`config.mk`:
```
export PLATFORM = sky130hd
export DESIGN_NAME = out_fifo_sc_flat
export DESIGN_NICKNAME = d
export VERILOG_FILES = /design/src/rtl/out_fifo_sc_if.sv /design/src/rtl/out_fifo_sc.sv /design/src/flat_wrapper.sv
export SDC_FILE = /design/constraint.sdc
export NUM_CORES = 1
export LEC_CHECK = 0
export ABC_AREA = 1
export BUFFER_PORTS_ARGS = -buffer_cell sky130_fd_sc_hd__buf_4
export CAP_MARGIN = 25
export CORE_ASPECT_RATIO = 0.8
export CORE_MARGIN = 4
export CORE_UTILIZATION = 34
export CTS_CLUSTER_SIZE = 24
export DETAILED_ROUTE_END_ITERATION = 12
export HOLD_SLACK_MARGIN = 0.15
export MAX_ROUTING_LAYER = met4
export PLACE_DENSITY = 0.47
export SLEW_MARGIN = 10
export SYNTH_ARGS = -nofsm -noshare
export SYNTH_HDL_FRONTEND = slang
export SYNTH_SLANG_ARGS = --single-unit
export TNS_END_PERCENT = 1
```
`constraint.sdc`:
```
create_clock -name CLK -period 12.9 [get_ports CLK]
set_input_delay 0.645 -clock CLK [delete_from_list [all_inputs] [get_ports CLK]]
set_output_delay 0.645 -clock CLK [all_outputs]
set_load 0.02 [all_outputs]
```
`src/rtl/out_fifo_sc_if.sv`:
```
// Handshake and data bundle between the fabric-side writer and the PHY-side
// nibble reader of out_fifo_sc.
interface out_fifo_sc_if #(
    parameter int LANES = 10
);
    logic                 WREN;
    logic [LANES*8-1:0]   D;
    logic                 RDEN;
    logic [LANES*4-1:0]   Q;
    logic                 EMPTY;
    logic                 ALMOSTEMPTY;
    logic                 FULL;
    logic                 ALMOSTFULL;

    modport master (
        output WREN, D, RDEN,
        input  Q, EMPTY, ALMOSTEMPTY, FULL, ALMOSTFULL
    );

    modport slave (
        input  WREN, D, RDEN,
        output Q, EMPTY, ALMOSTEMPTY, FULL, ALMOSTFULL
    );
endinterface

```
`src/rtl/out_fifo_sc.sv`:
```
// Single-clock PHY output FIFO: byte-wide writes per lane, nibble-wide reads.
// Define OUT_FIFO_FWFT_EN for first-word fall-through on Q.
module out_fifo_sc #(
    parameter int LANES              = 10,
    parameter int DEPTH              = 8,
    parameter int ALMOST_EMPTY_VALUE = 1,
    parameter int ALMOST_FULL_VALUE  = 1,
    parameter int ARRAY_MODE_4X8     = 1
) (
    input  logic          CLK,
    input  logic          RST_N,
    out_fifo_sc_if.slave  bus
);
    localparam int AW       = $clog2(DEPTH);
    localparam int CW       = $clog2(DEPTH + 1);
    localparam bit MODE_4X8 = (ARRAY_MODE_4X8 != 0);

    if ((DEPTH < 4) || ((DEPTH & (DEPTH - 1)) != 0) ||
        (ALMOST_EMPTY_VALUE < 1) || (ALMOST_EMPTY_VALUE > 2) ||
        (ALMOST_FULL_VALUE < 1) || (ALMOST_FULL_VALUE > 2)) begin : g_bad_param
        $fatal(1, "out_fifo_sc: illegal DEPTH or ALMOST_*_VALUE parameter");
    end

    logic [AW-1:0]      wr_ptr, wr_ptr_n;
    logic [AW-1:0]      rd_ptr, rd_ptr_n;
    logic [CW-1:0]      count, count_n;
    logic               nib_phase, nib_phase_n;
    logic [LANES*4-1:0] q_n;
    logic               wr_ok, rd_ok, rd_free;
    logic [LANES*8-1:0] mem [DEPTH];

    function automatic logic [LANES*4-1:0] sel_nib(input logic [LANES*8-1:0] entry,
                                                   input logic hi);
        logic [LANES*4-1:0] r;
        r = '0;
        for (int n = 0; n < LANES; n++)
            r[4*n +: 4] = hi ? entry[8*n+4 +: 4] : entry[8*n +: 4];
        return r;
    endfunction

    // NOTE: every signal written in a combinational block gets a default first,
    // so no path through the block can infer a latch.
    always_comb begin
        wr_ok       = bus.WREN && !bus.FULL;
        rd_ok       = bus.RDEN && !bus.EMPTY;
        // In 4x8 mode an entry is freed only once its high nibble has been read.
        rd_free     = rd_ok && (!MODE_4X8 || nib_phase);
        nib_phase_n = (MODE_4X8 && rd_ok) ? ~nib_phase : nib_phase;
        wr_ptr_n    = wr_ptr + AW'(wr_ok);
        rd_ptr_n    = rd_ptr + AW'(rd_free);
        count_n     = count;
        case ({wr_ok, rd_free})
            2'b10:   count_n = count + CW'(1);
            2'b01:   count_n = count - CW'(1);
            default: count_n = count;
        endcase
    end

`ifdef OUT_FIFO_FWFT_EN
    logic [CW-1:0] remain;
    logic          hi_n;

    always_comb begin
        remain = count - CW'(rd_free);
        hi_n   = MODE_4X8 && nib_phase_n;
        q_n    = bus.Q;
        // Present the head after this edge; bypass D when the only held entry is the one being written.
        if (!bus.EMPTY) begin
            if (remain != '0)
                q_n = sel_nib(mem[rd_ptr_n], hi_n);
            else if (wr_ok)
                q_n = sel_nib(bus.D, 1'b0);
        end
    end
`else
    logic hi_sel;

    always_comb begin
        hi_sel = MODE_4X8 && nib_phase;
        q_n    = bus.Q;
        if (rd_ok)
            q_n = sel_nib(mem[rd_ptr], hi_sel);
    end
`endif

    // NOTE: sequential state uses non-blocking assignments so every register
    // samples pre-edge values regardless of statement order.
    always_ff @(posedge CLK or negedge RST_N) begin
        if (!RST_N) begin
            wr_ptr          <= '0;
            rd_ptr          <= '0;
            count           <= '0;
            nib_phase       <= 1'b0;
            bus.Q           <= '0;
            bus.EMPTY       <= 1'b1;
            bus.ALMOSTEMPTY <= 1'b1;
            bus.FULL        <= 1'b0;
            bus.ALMOSTFULL  <= 1'b0;
        end else begin
            wr_ptr          <= wr_ptr_n;
            rd_ptr          <= rd_ptr_n;
            count           <= count_n;
            nib_phase       <= nib_phase_n;
            bus.Q           <= q_n;
            bus.EMPTY       <= (count_n == '0);
            bus.FULL        <= (count_n == CW'(DEPTH));
            bus.ALMOSTEMPTY <= (int'(count_n) <= ALMOST_EMPTY_VALUE);
            bus.ALMOSTFULL  <= ((DEPTH - int'(count_n)) <= ALMOST_FULL_VALUE);
        end
    end

    // NOTE: storage is deliberately left out of reset; the pointers and count
    // already make stale entries unreachable, and a reset-free array maps to RAM.
    always_ff @(posedge CLK) begin
        if (wr_ok)
            mem[wr_ptr] <= bus.D;
    end
endmodule
```
`src/flat_wrapper.sv`:
```
// flat-port wrapper written by rule: the top's interface ports become plain ports
module out_fifo_sc_flat 
#(
    parameter int LANES              = 10,
    parameter int DEPTH              = 8,
    parameter int ALMOST_EMPTY_VALUE = 1,
    parameter int ALMOST_FULL_VALUE  = 1,
    parameter int ARRAY_MODE_4X8     = 1
)
  (CLK, RST_N, bus_WREN, bus_D, bus_RDEN, bus_Q, bus_EMPTY, bus_ALMOSTEMPTY, bus_FULL, bus_ALMOSTFULL);
  out_fifo_sc_if #(.LANES(LANES)) bus_i ();
  input  logic CLK;
  input  logic RST_N;
  input wire logic [$bits(bus_i.WREN)-1:0] bus_WREN;
  input wire logic [$bits(bus_i.D)-1:0] bus_D;
  input wire logic [$bits(bus_i.RDEN)-1:0] bus_RDEN;
  output wire logic [$bits(bus_i.Q)-1:0] bus_Q;
  output wire logic [$bits(bus_i.EMPTY)-1:0] bus_EMPTY;
  output wire logic [$bits(bus_i.ALMOSTEMPTY)-1:0] bus_ALMOSTEMPTY;
  output wire logic [$bits(bus_i.FULL)-1:0] bus_FULL;
  output wire logic [$bits(bus_i.ALMOSTFULL)-1:0] bus_ALMOSTFULL;
  assign bus_i.WREN = bus_WREN;
  assign bus_i.D = bus_D;
  assign bus_i.RDEN = bus_RDEN;
  assign bus_Q = bus_i.Q;
  assign bus_EMPTY = bus_i.EMPTY;
  assign bus_ALMOSTEMPTY = bus_i.ALMOSTEMPTY;
  assign bus_FULL = bus_i.FULL;
  assign bus_ALMOSTFULL = bus_i.ALMOSTFULL;
  out_fifo_sc #(.LANES(LANES), .DEPTH(DEPTH), .ALMOST_EMPTY_VALUE(ALMOST_EMPTY_VALUE), .ALMOST_FULL_VALUE(ALMOST_FULL_VALUE), .ARRAY_MODE_4X8(ARRAY_MODE_4X8)) u_core (.CLK(CLK), .RST_N(RST_N), .bus(bus_i));
endmodule
```
==> results.cfg <==
[clock_network]
clkSlewWorstSetupHoldPaths_ps = 60
postCtsSetupBuffers = 0
cts_buffers = 74
cts_sinks = 695
cts_max_level = 3
cts-root-buf = clkbuf_16
ctsResizeCount = 0
cts_tree = done
hold_buffers = 1
insertion_delay_ps = 620
clockBufferDepth = 3

[global_routing]
grt_max_degree = 162
grt_pass1_vias = 16200
antenna_found_initial = 11
grt_pass1_wl_mm = 105
grt_util_all_layers_pct = 17.0
grt_overflow = 0

[yosys]
synth.distinct_cells = 23
ys.warnings.count = 0
syn_inst = 2025
ys_seq_elements = 695
syn_nets = 2116
syn_avg_cell_area_um2 = 13.3
syn_area_um2 = 27000
seq_area_frac_synth_pct = 76.4

[setup_path]
reg2reg_depth = 7
cp_cell_sequence = inv_8 -> buf_4 -> buf_4 -> o21ai_0 -> o211ai_1 -> nand3_1 -> nand3_1
path_max_fanout = 161
path_delay_family = buffers and inverters
arrival_ps = 4480
end_kind = register
start_kind = register
crit_type = reg -> reg
slowest_delay_ps = 790
slowest_stage = buf_4
critical_path_cell_count = 7
worst-path-buf-inv = 3
cp_data_required_time_ps = 13440

[placement]
gp_congestion = 0.714
placedInstanceArea_um2 = 28900
hpwl_mm = 33.9
io_buffer_count = 127

[timing]
finalMaxSlewViolations = 0
fmax_mhz = 254
finalSetupViolCount = 0
totalNegativeSetupSlack_ps = 0
worstMarginPinSlew_ps = 1050
max_slew_margin_pct = 29.9
hold_viol_final = 0
fin_crit_ps = 3940
post-route-period-util_pct = 30.6
skew_ps = 28.8
rsz0062_at_grt = false

[power]
ir_drop_v = 0.000145
p_per_area_nw_per_um2 = 230
leakage_nw = 10.4
power_frac_comb_pct = 28.6
switching_share_pct = 34.6
p_int_mw = 4.73
switching_power_mw = 2.50
seqPwrFrac_pct = 42.3
p_clk_share_pct = 29.0

[run_status]
status = finished, final reports clean

[floorplan]
die_area_um2 = 83900
ios = 128
fp.dieW_um = 323
start_util_pct = 34.3
die_y_um = 260
rows = 92
core-area_um2 = 78700

[route]
routed_wl_mm = 69.8
drt_iter0_markers = 1408
drtPass1Iterations = 7
vias = 16300
viasPerCell = 5.04
ant_nets = 0
wire_per_inst_um = 21.6
drc = 0

[job]
drv_cap = 0

[final_layout]
layout_commonest_cell = edfxtp_1
drive_gt1_share_pct = 13.1
final_nets = 2219
final_area_um2 = 31400
syn_to_final_growth_pct = 16.5
fillers = 7367
layout_common_cells = 640 x edfxtp_1, 486 x nor2_1, 258 x o21ai_0

[hold_path]
min_path_cells = 1
hp-class = in -> reg
[metal layers]
metal	up-vias	GRT usage (%)	share of wire (%)
met5	-	-	0
met4	0	4.10	1.9
met3	98	3.61	4.7
met2	280	26.9	47
met1	8233	22.6	46
li1	7678	-	-
[area by class of cell]
class	count	area, µm²	area share [%]
Inverter	16	68.8	0.219
Sequential cell	695	20600	65.6
Timing Repair Buffer	161	1250	3.98
Clock buffer	103	2080	6.63
Tap cell	1034	1290	4.12
Multi-Input combinational cell	1180	5770	18.3
Clock inverter	34	332	1.05
Antenna cell	11	27.5	0.0876
[synthesized netlist by cell type]
master | number | share of area (%)
nand3b_1 | 1 | 0.028
a21oi_1 | 3 | 0.056
buf_6 | 11 | 0.46
dfstp_2 | 2 | 0.19
nand3_1 | 127 | 2.4
dfrtp_1 | 53 | 4.9
o211ai_1 | 160 | 4.5
buf_4 | 2 | 0.056
clkbuf_1 | 83 | 1.2
o21ai_1 | 64 | 1.2
inv_2 | 3 | 0.042
nor2_1 | 496 | 6.9
edfxtp_1 | 640 | 71
ha_1 | 7 | 0.32
buf_1 | 13 | 0.18
xnor2_1 | 1 | 0.032
nand2_1 | 56 | 0.78
or2_2 | 2 | 0.046
buf_2 | 25 | 0.46
o21ai_0 | 258 | 4.8
inv_1 | 13 | 0.18
nand2b_1 | 1 | 0.023
xor2_1 | 4 | 0.13
[worst paths after layout]
kind	from	slack, ps	endpoint
worst max-delay path	u_core.rd_ptr[0]$_DFF_PN0_	8960	u_core.bus.Q[12]$_DFFE_PN0N_
worst min-delay path	bus_D[51]	260	u_core.mem[6][51]$_DFFE_PP_
worst max register to register	u_core.rd_ptr[0]$_DFF_PN0_	8960	u_core.bus.Q[12]$_DFFE_PN0N_
worst min register to register	u_core.bus.Q[10]$_DFFE_PN0N_	500	u_core.bus.Q[10]$_DFFE_PN0N_
max in group asynchronous	RST_N	11210	u_core.rd_ptr[1]$_DFF_PN0_
min in group asynchronous	RST_N	530	u_core.bus.ALMOSTFULL$_DFF_PN0_
[sequential cells by signal, summed over array words and instances (netlist names)]
| signal | cells |
|---|---|
| u_core.hi_sel | 1 |
| u_core.bus.ALMOSTFULL | 1 |
| u_core.count | 4 |
| u_core.bus.Q | 40 |
| u_core.rd_ptr | 3 |
| u_core.bus.FULL | 1 |
| u_core.mem | 640 |
| u_core.wr_ptr | 3 |
| u_core.bus.EMPTY | 1 |
| u_core.bus.ALMOSTEMPTY | 1 |
[cell families (layout without fill, tap and decap cells)]
group / after synthesis / after routing / share of synthesized area [%]
flops: 695 / 695 / 76.4
simple gates: 683 / 683 / 10.1
compound gates: 485 / 485 / 10.5
buf+inv: 150 / 314 / 2.54
fa+ha+maj: 7 / 7 / 0.325
xor+xnor: 5 / 5 / 0.162
other cells: 0 / 11 / 0
[metrics by stage]
stage / power [mW] / setup slack, ps / hold slack (ps) / util, % / std cells
floorplan: 4.49 / 7840 / 349 / - / 2025
global placement: 5.18 / 9020 / 493 / 36.7 / 3083
detailed placement: 5.20 / 8910 / 485 / 36.7 / 3083
CTS: 7.32 / 8910 / 222 / 39.8 / 3221
global route: 7.68 / 8620 / 231 / 39.9 / 3234
finish: 7.23 / 8960 / 258 / 39.9 / 3234
[power by group through the flow]
stage | sequential (mW) | clock (mW) | combinational, mW
floorplan | 3.09 | 0 | 1.39
global placement | 3.10 | 0 | 2.08
detailed placement | 3.11 | 0 | 2.10
CTS | 3.06 | 2.15 | 2.10
global route | 3.09 | 2.25 | 2.34
finish | 3.06 | 2.10 | 2.07
Power figures use the tool's default switching activity.
